===== src/rtl/exception_sequencer_pkg.sv =====
// Shared definitions for the exception/ERET sequencer: CP0 register numbers,
// FSM state encoding and the write-order walk used to skip disabled writes.
package exception_sequencer_pkg;

    localparam logic [4:0] CP0_REG_BADVADDR = 5'd8;
    localparam logic [4:0] CP0_REG_STATUS   = 5'd12;
    localparam logic [4:0] CP0_REG_CAUSE    = 5'd13;
    localparam logic [4:0] CP0_REG_EPC      = 5'd14;

    typedef enum logic [2:0] {
        S_IDLE     = 3'd0,
        S_FLUSH    = 3'd1,
        S_W_EPC    = 3'd2,
        S_W_BADV   = 3'd3,
        S_W_CAUSE  = 3'd4,
        S_W_STATUS = 3'd5,
        S_REDIRECT = 3'd6
    } state_e;

    typedef struct packed {
        logic status;
        logic cause;
        logic badv;
        logic epc;
    } wr_en_t;

    // Next enabled write after cur in the order EPC, BadVAddr, Cause, Status;
    // disabled writes take zero cycles, so the walk jumps straight past them.
    function automatic state_e next_step(input state_e cur, input wr_en_t en);
        logic past_epc, past_badv, past_cause, past_status;
        past_epc    = cur inside {S_W_EPC, S_W_BADV, S_W_CAUSE, S_W_STATUS};
        past_badv   = cur inside {S_W_BADV, S_W_CAUSE, S_W_STATUS};
        past_cause  = cur inside {S_W_CAUSE, S_W_STATUS};
        past_status = (cur == S_W_STATUS);
        if (!past_epc && en.epc)              next_step = S_W_EPC;
        else if (!past_badv && en.badv)       next_step = S_W_BADV;
        else if (!past_cause && en.cause)     next_step = S_W_CAUSE;
        else if (!past_status && en.status)   next_step = S_W_STATUS;
        else                                  next_step = S_REDIRECT;
    endfunction

endpackage


===== src/rtl/exception_sequencer.sv =====
// Multi-cycle exception/ERET sequencer: flush, ordered CP0 writes over one
// shared port, then a single-cycle PC redirect. All outputs are registered.
module exception_sequencer
    import exception_sequencer_pkg::*;
#(
    parameter logic [4:0] REG_STATUS   = CP0_REG_STATUS,
    parameter logic [4:0] REG_CAUSE    = CP0_REG_CAUSE,
    parameter logic [4:0] REG_EPC      = CP0_REG_EPC,
    parameter logic [4:0] REG_BADVADDR = CP0_REG_BADVADDR
) (
    input  logic        clk,
    input  logic        rst_n,
    input  logic        exc_req,
    input  logic        eret_req,
    input  logic        we_status,
    input  logic        we_cause,
    input  logic        we_epc,
    input  logic        we_badvaddr,
    input  logic        inc_epc,
    input  logic [31:0] exc_pc,
    input  logic [31:0] bad_vaddr,
    input  logic [31:0] new_status,
    input  logic [31:0] new_cause,
    input  logic [31:0] etarget,
    input  logic [31:0] cp0_status,
    input  logic [31:0] cp0_epc,
    input  logic        pipe_empty,
    output logic        busy,
    output logic        flush,
    output logic        cp0_we,
    output logic [4:0]  cp0_waddr,
    output logic [31:0] cp0_wdata,
    output logic        pc_we,
    output logic [31:0] pc_target
);

    state_e      state_q, state_d;
    wr_en_t      en_q;
    logic [31:0] epc_val_q, badv_q, status_val_q, cause_q, target_q;

    logic        busy_q, flush_q, cp0_we_q, pc_we_q;
    logic [4:0]  cp0_waddr_q;
    logic [31:0] cp0_wdata_q, pc_target_q;

    logic accept;
    assign accept = (state_q == S_IDLE) && (exc_req || eret_req);

    // NOTE: state_d gets a default before the case so no path leaves it unassigned (no latch).
    always_comb begin
        state_d = state_q;
        unique case (state_q)
            S_IDLE:     if (accept) state_d = S_FLUSH;
            S_FLUSH:    if (pipe_empty) state_d = next_step(S_FLUSH, en_q);
            S_W_EPC, S_W_BADV, S_W_CAUSE, S_W_STATUS:
                        state_d = next_step(state_q, en_q);
            S_REDIRECT: state_d = S_IDLE;
            default:    state_d = S_IDLE;
        endcase
    end

    // NOTE: outputs are decoded from state_d and registered with <=, so they are
    // valid in the same cycle the state is, with no input-to-output comb path.
    always_ff @(posedge clk or negedge rst_n) begin
        if (!rst_n) begin
            state_q      <= S_IDLE;
            en_q         <= '0;
            epc_val_q    <= '0;
            badv_q       <= '0;
            status_val_q <= '0;
            cause_q      <= '0;
            target_q     <= '0;
            busy_q       <= 1'b0;
            flush_q      <= 1'b0;
            cp0_we_q     <= 1'b0;
            cp0_waddr_q  <= '0;
            cp0_wdata_q  <= '0;
            pc_we_q      <= 1'b0;
            pc_target_q  <= '0;
        end else begin
            state_q     <= state_d;
            busy_q      <= (state_d != S_IDLE);
            flush_q     <= (state_d == S_FLUSH);
            cp0_we_q    <= state_d inside {S_W_EPC, S_W_BADV, S_W_CAUSE, S_W_STATUS};
            pc_we_q     <= (state_d == S_REDIRECT);
            pc_target_q <= (state_d == S_REDIRECT) ? target_q : '0;
            cp0_waddr_q <= '0;
            cp0_wdata_q <= '0;
            unique case (state_d)
                S_W_EPC:    begin cp0_waddr_q <= REG_EPC;      cp0_wdata_q <= epc_val_q;    end
                S_W_BADV:   begin cp0_waddr_q <= REG_BADVADDR; cp0_wdata_q <= badv_q;       end
                S_W_CAUSE:  begin cp0_waddr_q <= REG_CAUSE;    cp0_wdata_q <= cause_q;      end
                S_W_STATUS: begin cp0_waddr_q <= REG_STATUS;   cp0_wdata_q <= status_val_q; end
                default:    ;
            endcase

            // ERET is folded into the exception datapath at capture: Status-only
            // write of cp0_status with EXL cleared, redirect to cp0_epc.
            if (accept) begin
                badv_q    <= bad_vaddr;
                cause_q   <= new_cause;
                epc_val_q <= inc_epc ? exc_pc + 32'd4 : exc_pc;
                if (exc_req) begin
                    en_q         <= '{status: we_status, cause: we_cause,
                                      badv: we_badvaddr, epc: we_epc};
                    status_val_q <= new_status;
                    target_q     <= etarget;
                end else begin
                    en_q         <= '{status: 1'b1, cause: 1'b0, badv: 1'b0, epc: 1'b0};
                    status_val_q <= cp0_status & ~32'h0000_0002;
                    target_q     <= cp0_epc;
                end
            end
        end
    end

    assign busy      = busy_q;
    assign flush     = flush_q;
    assign cp0_we    = cp0_we_q;
    assign cp0_waddr = cp0_waddr_q;
    assign cp0_wdata = cp0_wdata_q;
    assign pc_we     = pc_we_q;
    assign pc_target = pc_target_q;

endmodule


===== config.mk =====
export PLATFORM = sky130hd
export DESIGN_NAME = exception_sequencer
export DESIGN_NICKNAME = d
export VERILOG_FILES = /design/src/rtl/exception_sequencer_pkg.sv /design/src/rtl/exception_sequencer.sv
export SDC_FILE = /design/constraint.sdc
export NUM_CORES = 1
export LEC_CHECK = 0
export BUFFER_PORTS_ARGS = -buffer_cell sky130_fd_sc_hd__buf_2
export CAP_MARGIN = 20
export CELL_PAD_IN_SITES_DETAIL_PLACEMENT = 1
export CELL_PAD_IN_SITES_GLOBAL_PLACEMENT = 1
export CORE_MARGIN = 1
export CORE_UTILIZATION = 42
export DETAILED_ROUTE_END_ITERATION = 8
export GPL_ROUTABILITY_DRIVEN = 0
export HOLD_SLACK_MARGIN = 0.15
export PLACE_DENSITY_LB_ADDON = 0.1
export SETUP_SLACK_MARGIN = 0.1
export SLEW_MARGIN = 20
export SYNTH_ARGS = -nofsm -noshare
export SYNTH_HDL_FRONTEND = slang
export SYNTH_SLANG_ARGS = --single-unit

===== constraint.sdc =====
create_clock -name clk -period 2.7 [get_ports clk]
set_input_delay 0.54 -clock clk [delete_from_list [all_inputs] [get_ports clk]]
set_output_delay 0.54 -clock clk [all_outputs]
set_load 0.02 [all_outputs]

Word level (Yosys, flattened, before mapping)
Index checks and enable logic that the tools add are counted.

Flip-flop bits (word level): 240. Input bits: 234. Output and inout bits: 73. Word-level logic and storage cells: 64.

Add/subtract/negate cells: 1. Equal/unequal tests: 11. Reductions and logical operators: 17. Muxes and demuxes: 18.

Operators by type and width (number): $mux 32 (4); $pmux 32 s4 (1); $add 32x3->32 const B (1); $mux 3 (6); $pmux 4 s4 (1); $eq 3x3->1 const B (5); $eq 3x2->1 const B (4); $pmux 3 s3 (1); $mux 2 (4); $reduce_bool 4->1 (2); $eq 3x1->1 const B (2); $reduce_bool 3->1 (2); $logic_and 1x1->1 (5); $logic_not 1->1 (4); $mux 4 (1); $reduce_or 4->1 (1); $logic_not 3->1 (1); $reduce_bool 2->1 (1); $logic_or 1x1->1 (1).

Depth between registers and ports, before layout
Gate-level depths: netlist (run 1).

Word-level depth: 10. Depth in mapped cells: 8. Mapped depth without buffers: 6.

Least setup slack after synthesis (run 1)
No wires, ideal clock.

Path kind: input to register. From: input pipe_empty. To: register cp0_wdata_q[0], in the netlist cp0_wdata[0]. Arrival: 1.690 ns. Data required time: 2.575 ns. Cell stages on the path: 6. Setup slack: 0.885 ns. Cell sequence: nor2b_1 > o21ai_0 > a211oi_1 > nor3_4 > buf_6 > mux2_2.

Longest elaborated chain between the ends: 4. Elaborated cells between the ends (all ways): 7. Those cells by class: 4 x eq/ne; 3 x mux.

Ends and longest elaborated chain: from (decl) (line exception_sequencer.sv:27) `input logic pipe_empty,`; $mux 3 * (line exception_sequencer.sv:53) `S_FLUSH: if (pipe_empty) state_d = next_step(S_FLUSH, en_q);`; $pmux 3 s3 * (line exception_sequencer.sv:51) `unique case (state_q)`; $eq 3x3->1 / $eq 3x2->1 (equally long branches) (line exception_sequencer.sv:88) `unique case (state_d)`; $pmux 32 s4 * (line exception_sequencer.sv:88); to (signal assigned) (line exception_sequencer.sv:87) `cp0_wdata_q <= '0;`; to (signal assigned) (line exception_sequencer.sv:89) `S_W_EPC: begin cp0_waddr_q <= REG_EPC; cp0_wdata_q <= epc_val_q; end`; to (signal assigned) (line exception_sequencer.sv:90) `S_W_BADV: begin cp0_waddr_q <= REG_BADVADDR; cp0_wdata_q <= badv_q; end`; to (decl) (line exception_sequencer.sv:43) `logic [31:0] cp0_wdata_q, pc_target_q;`.

Mark *: on every way between the ends. The rest lies on a longest branch, timed or not. A chain may end at the register's enable or synchronous reset.

Worst setup path in the final report (run 1)
From: register state_q[2]. To: register cp0_wdata_q[24], in the netlist cp0_wdata[24].

Longest elaborated chain between the ends: 10. Elaborated cells between the ends (all ways): 31. Those cells by class: 9 x eq/ne; 8 x mux; 14 x reduce/logical.

Ends and longest elaborated chain: from (decl) (line exception_sequencer.sv:37) `state_e state_q, state_d;`; from (signal assigned) (line exception_sequencer.sv:80) `state_q <= state_d;`; $eq 3x3->1 (on tied branches); $logic_not 1->1 / $reduce_bool 2->1 (equally long branches) (line exception_sequencer_pkg.sv:38, exception_sequencer_pkg.sv:33); $logic_and 1x1->1 / $logic_not 1->1 (equally long branches) (line exception_sequencer_pkg.sv:38, exception_sequencer_pkg.sv:37); $mux 2 / $logic_and 1x1->1 (equally long branches) (line exception_sequencer_pkg.sv:38, exception_sequencer_pkg.sv:37); $mux 2 (line exception_sequencer_pkg.sv:37) `else if (!past_cause && en.cause) next_step = S_W_CAUSE;`; $mux 3 (line exception_sequencer_pkg.sv:36) `else if (!past_badv && en.badv) next_step = S_W_BADV;`; $mux 3 (line exception_sequencer_pkg.sv:35) `if (!past_epc && en.epc) next_step = S_W_EPC;`; $pmux 3 s3 * (line exception_sequencer.sv:51); $eq 3x3->1 / $eq 3x2->1 (equally long branches) (line exception_sequencer.sv:88); $pmux 32 s4 * (line exception_sequencer.sv:88).

Marks and branches as above.

==> results of run 1 <==
==> per-layer routing <==
metal | wire length (um) | up-vias
met2 | 14700 | 219
met4 | 541 | 0
li1 | - | 4317
met3 | 1660 | 37
met5 | 0 | -
met1 | 14800 | 4322
==> cells in the final DEF (no fill, tap or decap), types with 12 or more instances in the layout <==
| cell | netlist | routed |
|---|---|---|
| xor2_1 | 21 | 21 |
| and3_1 | 36 | 36 |
| buf_2 | 35 | 302 |
| nand4_1 | 12 | 12 |
| mux2_2 | 32 | 32 |
| o21ai_0 | 94 | 94 |
| nand2_1 | 435 | 435 |
| clkbuf_16 | 0 | 27 |
| mux2i_1 | 128 | 128 |
| dfrtp_1 | 238 | 238 |
==> state kept, by name (all words and copies together), names as in the netlist, 3 cells and up <==
name and flops:
pc_target 32, status_val_q 32, en_q 4, target_q 32, state_q 3, cp0_waddr 4, badv_q 32, cause_q 32
epc_val_q 32, cp0_wdata 32
==> final cells by class <==
cell class / instances / share of cell area [%]
antenna: 3 / 0.0544
clock inverter: 6 / 0.399
multi-input combinational: 826 / 34.4
inverter: 6 / 0.172
clock buffer: 39 / 5.73
sequential: 238 / 43.2
timing repair buffer: 324 / 13.0
tap: 335 / 3.04
==> through the flow <==
| stage | std cells | instance area (um2) | utilization [%] |
|---|---|---|---|
| final | 1777 | 13800 | 53.1 |
| after global routing | 1777 | 13800 | 53.1 |
| after CTS | 1774 | 13800 | 53.1 |
| after detailed placement | 1727 | 12900 | 49.7 |
| after global placement | 1727 | 12900 | 49.7 |
| after floorplan | 1147 | 11100 | - |
==> timing repair <==
action | in CTS | in global routing
endpoints found under the hold margin | 50 | 0
buffers inserted | 1 | 0
endpoints found under the setup margin | 3 | 0
hold buffers | 1 | 0
==> worst paths after layout <==
kind,start,endpoint,slack (ns)
worst min register to register,target_q[16],target_q[16],0.47
worst max-delay path,state_q[2],cp0_wdata[24],0.46
max in group asynchronous,rst_n,epc_val_q[19],1.42
worst min-delay path,new_cause[28],cause_q[28],0.20
min in group asynchronous,rst_n,pc_target[30],0.52
worst max register to register,state_q[2],cp0_wdata[24],0.46
==> worst max-delay path, stage by stage (launching register included) <==
cell      delay (ns)
dfrtp_1         0.37
buf_4           0.16
and4bb_2        0.29
o31ai_1         0.10
o211ai_4        0.13
buf_12          0.31
mux2i_1         0.46
mux2_2          0.25
==> power breakdown <==
part / switching (mW) / internal [mW]
Sequential: 0.725 / 5.15
Combinational: 4.82 / 2.86
Clock: 1.42 / 2.10
==> logic make-up after synthesis <==
family / synth area share (%)
simple gates: 20.0
fa+ha+maj: 0.113
mux: 14.8
buf+inv: 3.75
xor+xnor: 2.29
compound gates: 5.25
other cells: 0.0338
flops: 53.7
==> results.md, run 1 <==
- Clock transition at path regs: 0.06 ns
- I/O Buffers: 304
- Maximum VDD drop: 0.950 mV
- Critical Path AT: 2.69 ns
- Mapped Cells: 1147
- DRC Markers: 0
- Total grt overflow: 0
- Final-layout fill cell count: 3015
- Grt peak-use layer: met2
- Initial antenna violation count: 3
- Vias per inst: 5.01
- FF-to-FF path depth: 7
- Die Y: 164 um
- Final setup viols: 0
- Seq. cell area: 5960 um2
- RSZ-0062 raised after global routing: false
- Primary FF master, synth: dfrtp_1
- # resized after CTS: 0
- Clock Tree Buf Depth: 3
- CTS sink cnt: 238
- Max H-tree Level: 1
- Die ar.: 27000 um2
- Yosys top cell area share: 53.7%
- Run status: complete, no violations
- CP Class: register to register
- Worst slew margin: 31.2%
- Synth cell types: 45
- Share of cells above drive strength 1: 28.2%
- Syn avg cell area: 9.66 um2
- Placeable Area: 26000 um2
- Final WL: 31.7 mm
- EDFF count, synth: 0
- Net Count, Synth: 1382
- Hold WC Path Type: primary input to register
- Via count: 8895
- All-layer global routing usage: 23.5%
- Row cnt: 59
- Top-Level Pins: 307
- First DRT Iteration DRCs: 508
- CP startpoint kind: register
- Pwr Density: 1240 nW/um2
- Met1 GRT Util: 34.0%
- Post-synth top cells: 435 x nand2_1, 238 x dfrtp_1, 128 x mux2i_1
- Worst-margin pin slew: 1.03 ns
- Vias in the first global route: 8900
- Clk_lat worst skew: 0.53 ns
- Final TNS setup: 0 ns
- Final #Nets: 1658
- CP endpoint kind: register
- Final Hold Fails: 0
- Most area-hungry cell type in the Yosys netlist: dfrtp_1
- Crit-path max FO: 63
- Synthesis Warnings: 0
- WHS: 0.199 ns
- Multi-input logic area: 4740 um2
- Required time of the critical path: 3.15 ns
- Fin worst setup slack: 0.457 ns
- Initial Utilization: 42.7%
- Final Critical Period: 2.24 ns
- Max_cap viols: 0
- Synth Register Bits: 238
- Drt pass-1 iters: 4
- First-pass GRT wire length: 48.9 mm
- Area Overhead vs Synth: 24.5%
- Pleak: 7.30 nW
- Root buf cell: clkbuf_16
- Avg WL per Cell: 17.8 um
- Hold path depth: 3
- Largest net degree at the start of global routing: 116
- Global Route met3 Usage: 3.31%
- Ys async rst share: 100%
- CTS Buf Count: 27
- Die Wd: 164 um
- DRT antenna net count: 0
- Synth area leaders: dfrtp_1 54%, nand2_1 15%, mux2i_1 12%
- Count leader, synth: nand2_1
- Worst Skew: 0.0204 ns
- Sequential share of the synthesized area: 53.7%
- Met2 Usage GRT: 37.0%
- F_max: 446 MHz
- Period Utilization, post-route: 83.1%
- DP HPWL: 21.7 mm
- CTS tree: yes
- Post-Place Worst Slack: 0.0458 ns
- Post-layout power: 17.1 mW
- Mapped cell area: 11100 um2
- Slew Limit Fails: 0
No activity file was read; power rests on OpenSTA's default activity.
==> run 2: changes to the inputs <==
--- a/config.mk
+++ b/config.mk
@@ -10,7 +10,7 @@
 export CELL_PAD_IN_SITES_DETAIL_PLACEMENT = 1
 export CELL_PAD_IN_SITES_GLOBAL_PLACEMENT = 1
 export CORE_MARGIN = 1
-export CORE_UTILIZATION = 42
+export CORE_UTILIZATION = 40
 export DETAILED_ROUTE_END_ITERATION = 8
 export GPL_ROUTABILITY_DRIVEN = 0
 export HOLD_SLACK_MARGIN = 0.15
==> constraint.sdc (replaced) <==
create_clock -name clk -period 2.1 [get_ports clk]
set_input_delay 0.42 -clock clk [delete_from_list [all_inputs] [get_ports clk]]
set_output_delay 0.42 -clock clk [all_outputs]
set_load 0.02 [all_outputs]
==> run 2 against run 1 <==
  * Fmax rose by 13%
  * Sequential power rose by 30%
  * Critical path depth fell by 1
  * First-iteration DRC count fell by 3.5%
  * Cell area rose by 9.4%
  * Core utilization rose by 2.6 points
  * Clock skew fell by 0.012 ns
  * Clock-buffer cell count fell by 5
  * Clock power rose by 34%
  * Hold slack got worse by 0.018 ns
  * Die area rose by 4.9%
  * Global-route usage rose by 0.57 points
  * Critical path type unchanged
  * Largest power group unchanged
==> results.md, run 2 (synthesis gave the netlist of run 1 again) <==
- Run status: complete, no violations
- Pwr Density: 1590 nW/um2 (+28%)
- CTS sink cnt: 238 (unchanged)
- Fin util: 55.7% (+2.6 points)
- Maximum VDD drop: 0.865 mV (-9.0%)
- Crit-path max FO: 17 (-73%)
- ANT cells: 0 (-3)
- Worst slew margin: 62.7% (+32 points)
- Area Overhead vs Synth: 36.2%
- CP endpoint kind: register
- RSZ-0062 raised after global routing: true
- Share of cells above drive strength 1: 30.0% (+1.8 points)
- Fin cells: 1920 (+8.0%)
- Most frequent cells in the layout: 435 x nand2_1, 302 x buf_2, 235 x dfrtp_1
- Worst Skew: 0.00799 ns (-0.0124 ns)
- Largest net degree at the start of global routing: 115 (-0.86%)
- Final #Nets: 1766 (+6.5%)
- Placeable Area: 27100 um2 (+4.3%)
- Via count: 9392 (+5.6%)
- Vias per inst: 4.89 (-2.3%)
- F_max: 502 MHz (+13%)
- Initial antenna violation count: 0 (-3)
- Clock Tree Buf Depth: 3 (unchanged)
- Top-Level Pins: 307 (unchanged)
- First DRT Iteration DRCs: 490 (-3.5%)
- Period Utilization, post-route: 94.8% (+12 points)
- Final Hold Fails: 0 (unchanged)
- Avg WL per Cell: 17.8 um (about the same)
- Hold WC Path Type: primary input to register
- Worst-margin pin slew: 0.560 ns (-0.469 ns)
- Placed instance count: 1790 (+3.6%)
- Leading cell type in the layout, fill and taps excluded: nand2_1
- Final-layout fill cell count: 3066 (+1.7%)
- Post-Layout Inst Area: 15100 um2 (+9.4%)
- Final setup viols: 0 (unchanged)
- Pleak: 7.84 nW (+7.4%)
- DRT antenna net count: 0 (unchanged)
- Multi-input logic area: 4850 um2 (+2.1%)
- Die Y: 168 um (+2.4%)
- CTS Buf Count: 27 (unchanged)
- Vias in the first global route: 9820 (+10%)
- Row cnt: 60 (+1.7%)
- Drt pass-1 iters: 4 (unchanged)
- Clk_lat worst skew: 0.53 ns (about the same)
- Seq. cell area: 5960 um2 (about the same)
- Critical Path AT: 2.40 ns (-0.29 ns)
- First-pass GRT wire length: 53.6 mm (+9.6%)
- Slew Limit Fails: 0 (unchanged)
- DP HPWL: 23.1 mm (+6.2%)
- Total grt overflow: 0 (unchanged)
- Final WL: 34.2 mm (+8.0%)
- Final Critical Period: 1.99 ns (-0.252 ns)
- CTS tree: yes
- Placed Instance Area: 13200 um2 (+2.4%)
- DRC Markers: 0 (unchanged)
- Required time of the critical path: 2.51 ns (-0.64 ns)
- I/O Buffers: 304 (unchanged)
- Initial Utilization: 40.9% (-1.8 points)
- Root buf cell: clkbuf_16
- Max H-tree Level: 1 (unchanged)
- CP startpoint kind: register
- Die ar.: 28400 um2 (+4.9%)
- Max_cap viols: 0 (unchanged)
- Die Wd: 168 um (+2.4%)
- WHS: 0.181 ns (-0.0179 ns)
- CP Class: register to register
- Clock transition at path regs: 0.07 ns (about the same)
- All-layer global routing usage: 24.0% (+0.57 points)
==> run 2: cell types whose count changed in the layout (fill, tap and decap cells not counted), sizes merged <==
| cell | delta |
|---|---|
| inv | +3 |
| diode | -3 |
| clkbuf | -4 |
| clkinvlp | +3 |
| buf | +38 |
| bufinv | +2 |
| dlygate4sd3 | +69 |
| clkinv | -2 |
==> run 2: power breakdown <==
part           internal, mW  total [mW]  switching, mW
Clock                  2.83        4.72           1.89
Combinational          4.97        11.6           6.67
Sequential             6.64        7.65           1.01
Total                  14.4        24.0           9.57
==> run 2: final timing paths <==
kind / start / endpoint / slack, ns / depth (start not counted)
setup / recovery: en_q[1] / cp0_wdata[6] / 0.11 / 6
max in group asynchronous: rst_n / en_q[1] / 1.03 / 3
min in group asynchronous: rst_n / flush / 0.36 / 2
hold / removal: bad_vaddr[23] / badv_q[23] / 0.18 / 3
setup reg to reg: en_q[1] / cp0_wdata[6] / 0.11 / 6
hold reg to reg: target_q[23] / target_q[23] / 0.47 / 2
==> run 2: final cells by class <==
class                           count  share of cell area, %
Clock inverter                     12                   1.02
Tap cell                          372                   3.08
Multi-Input combinational cell    826                   32.1
Clock buffer                       34                   4.85
Timing Repair Buffer              432                   19.3
Sequential cell                   238                   39.5
Inverter                            6                  0.166
==> run 2: worst max-delay path, stage by stage, from the launching register on <==
cell	delay [ns]
dfrtp_2	0.45
o31ai_1	0.42
o211ai_4	0.14
buf_12	0.19
buf_12	0.17
mux2i_4	0.21
mux2_2	0.27
==> run 2: routing by layer <==
metal | track usage [%] | vias up | routed length (um)
li1 | - | 4539 | -
met1 | 33.7 | 4590 | 15800
met5 | 0 | - | 0
met3 | 3.16 | 41 | 1480
met4 | 4.70 | 0 | 610
met2 | 40.0 | 222 | 16300
==> run 2: through the flow <==
| stage | total power [mW] | setup TNS, ns | worst slack, ns |
|---|---|---|---|
| final | 24.0 | 0 | 0.109 |
| after global routing | 25.7 | 0 | 0.0626 |
| after CTS | 23.3 | 0 | 0.0607 |
| after detailed placement | 18.2 | -0.254 | -0.0854 |
| after global placement | 17.8 | 0 | 0.0139 |
| after floorplan | 14.4 | 0 | 0.310 |
==> run 2: repair_timing <==
item,CTS,global route
resized for setup,3,29
pin swaps,1,3
cloned,0,2
hold endpoints to repair,190,0
hold buffers,70,0
buffers inserted,6,6
setup endpoints to repair,23,87
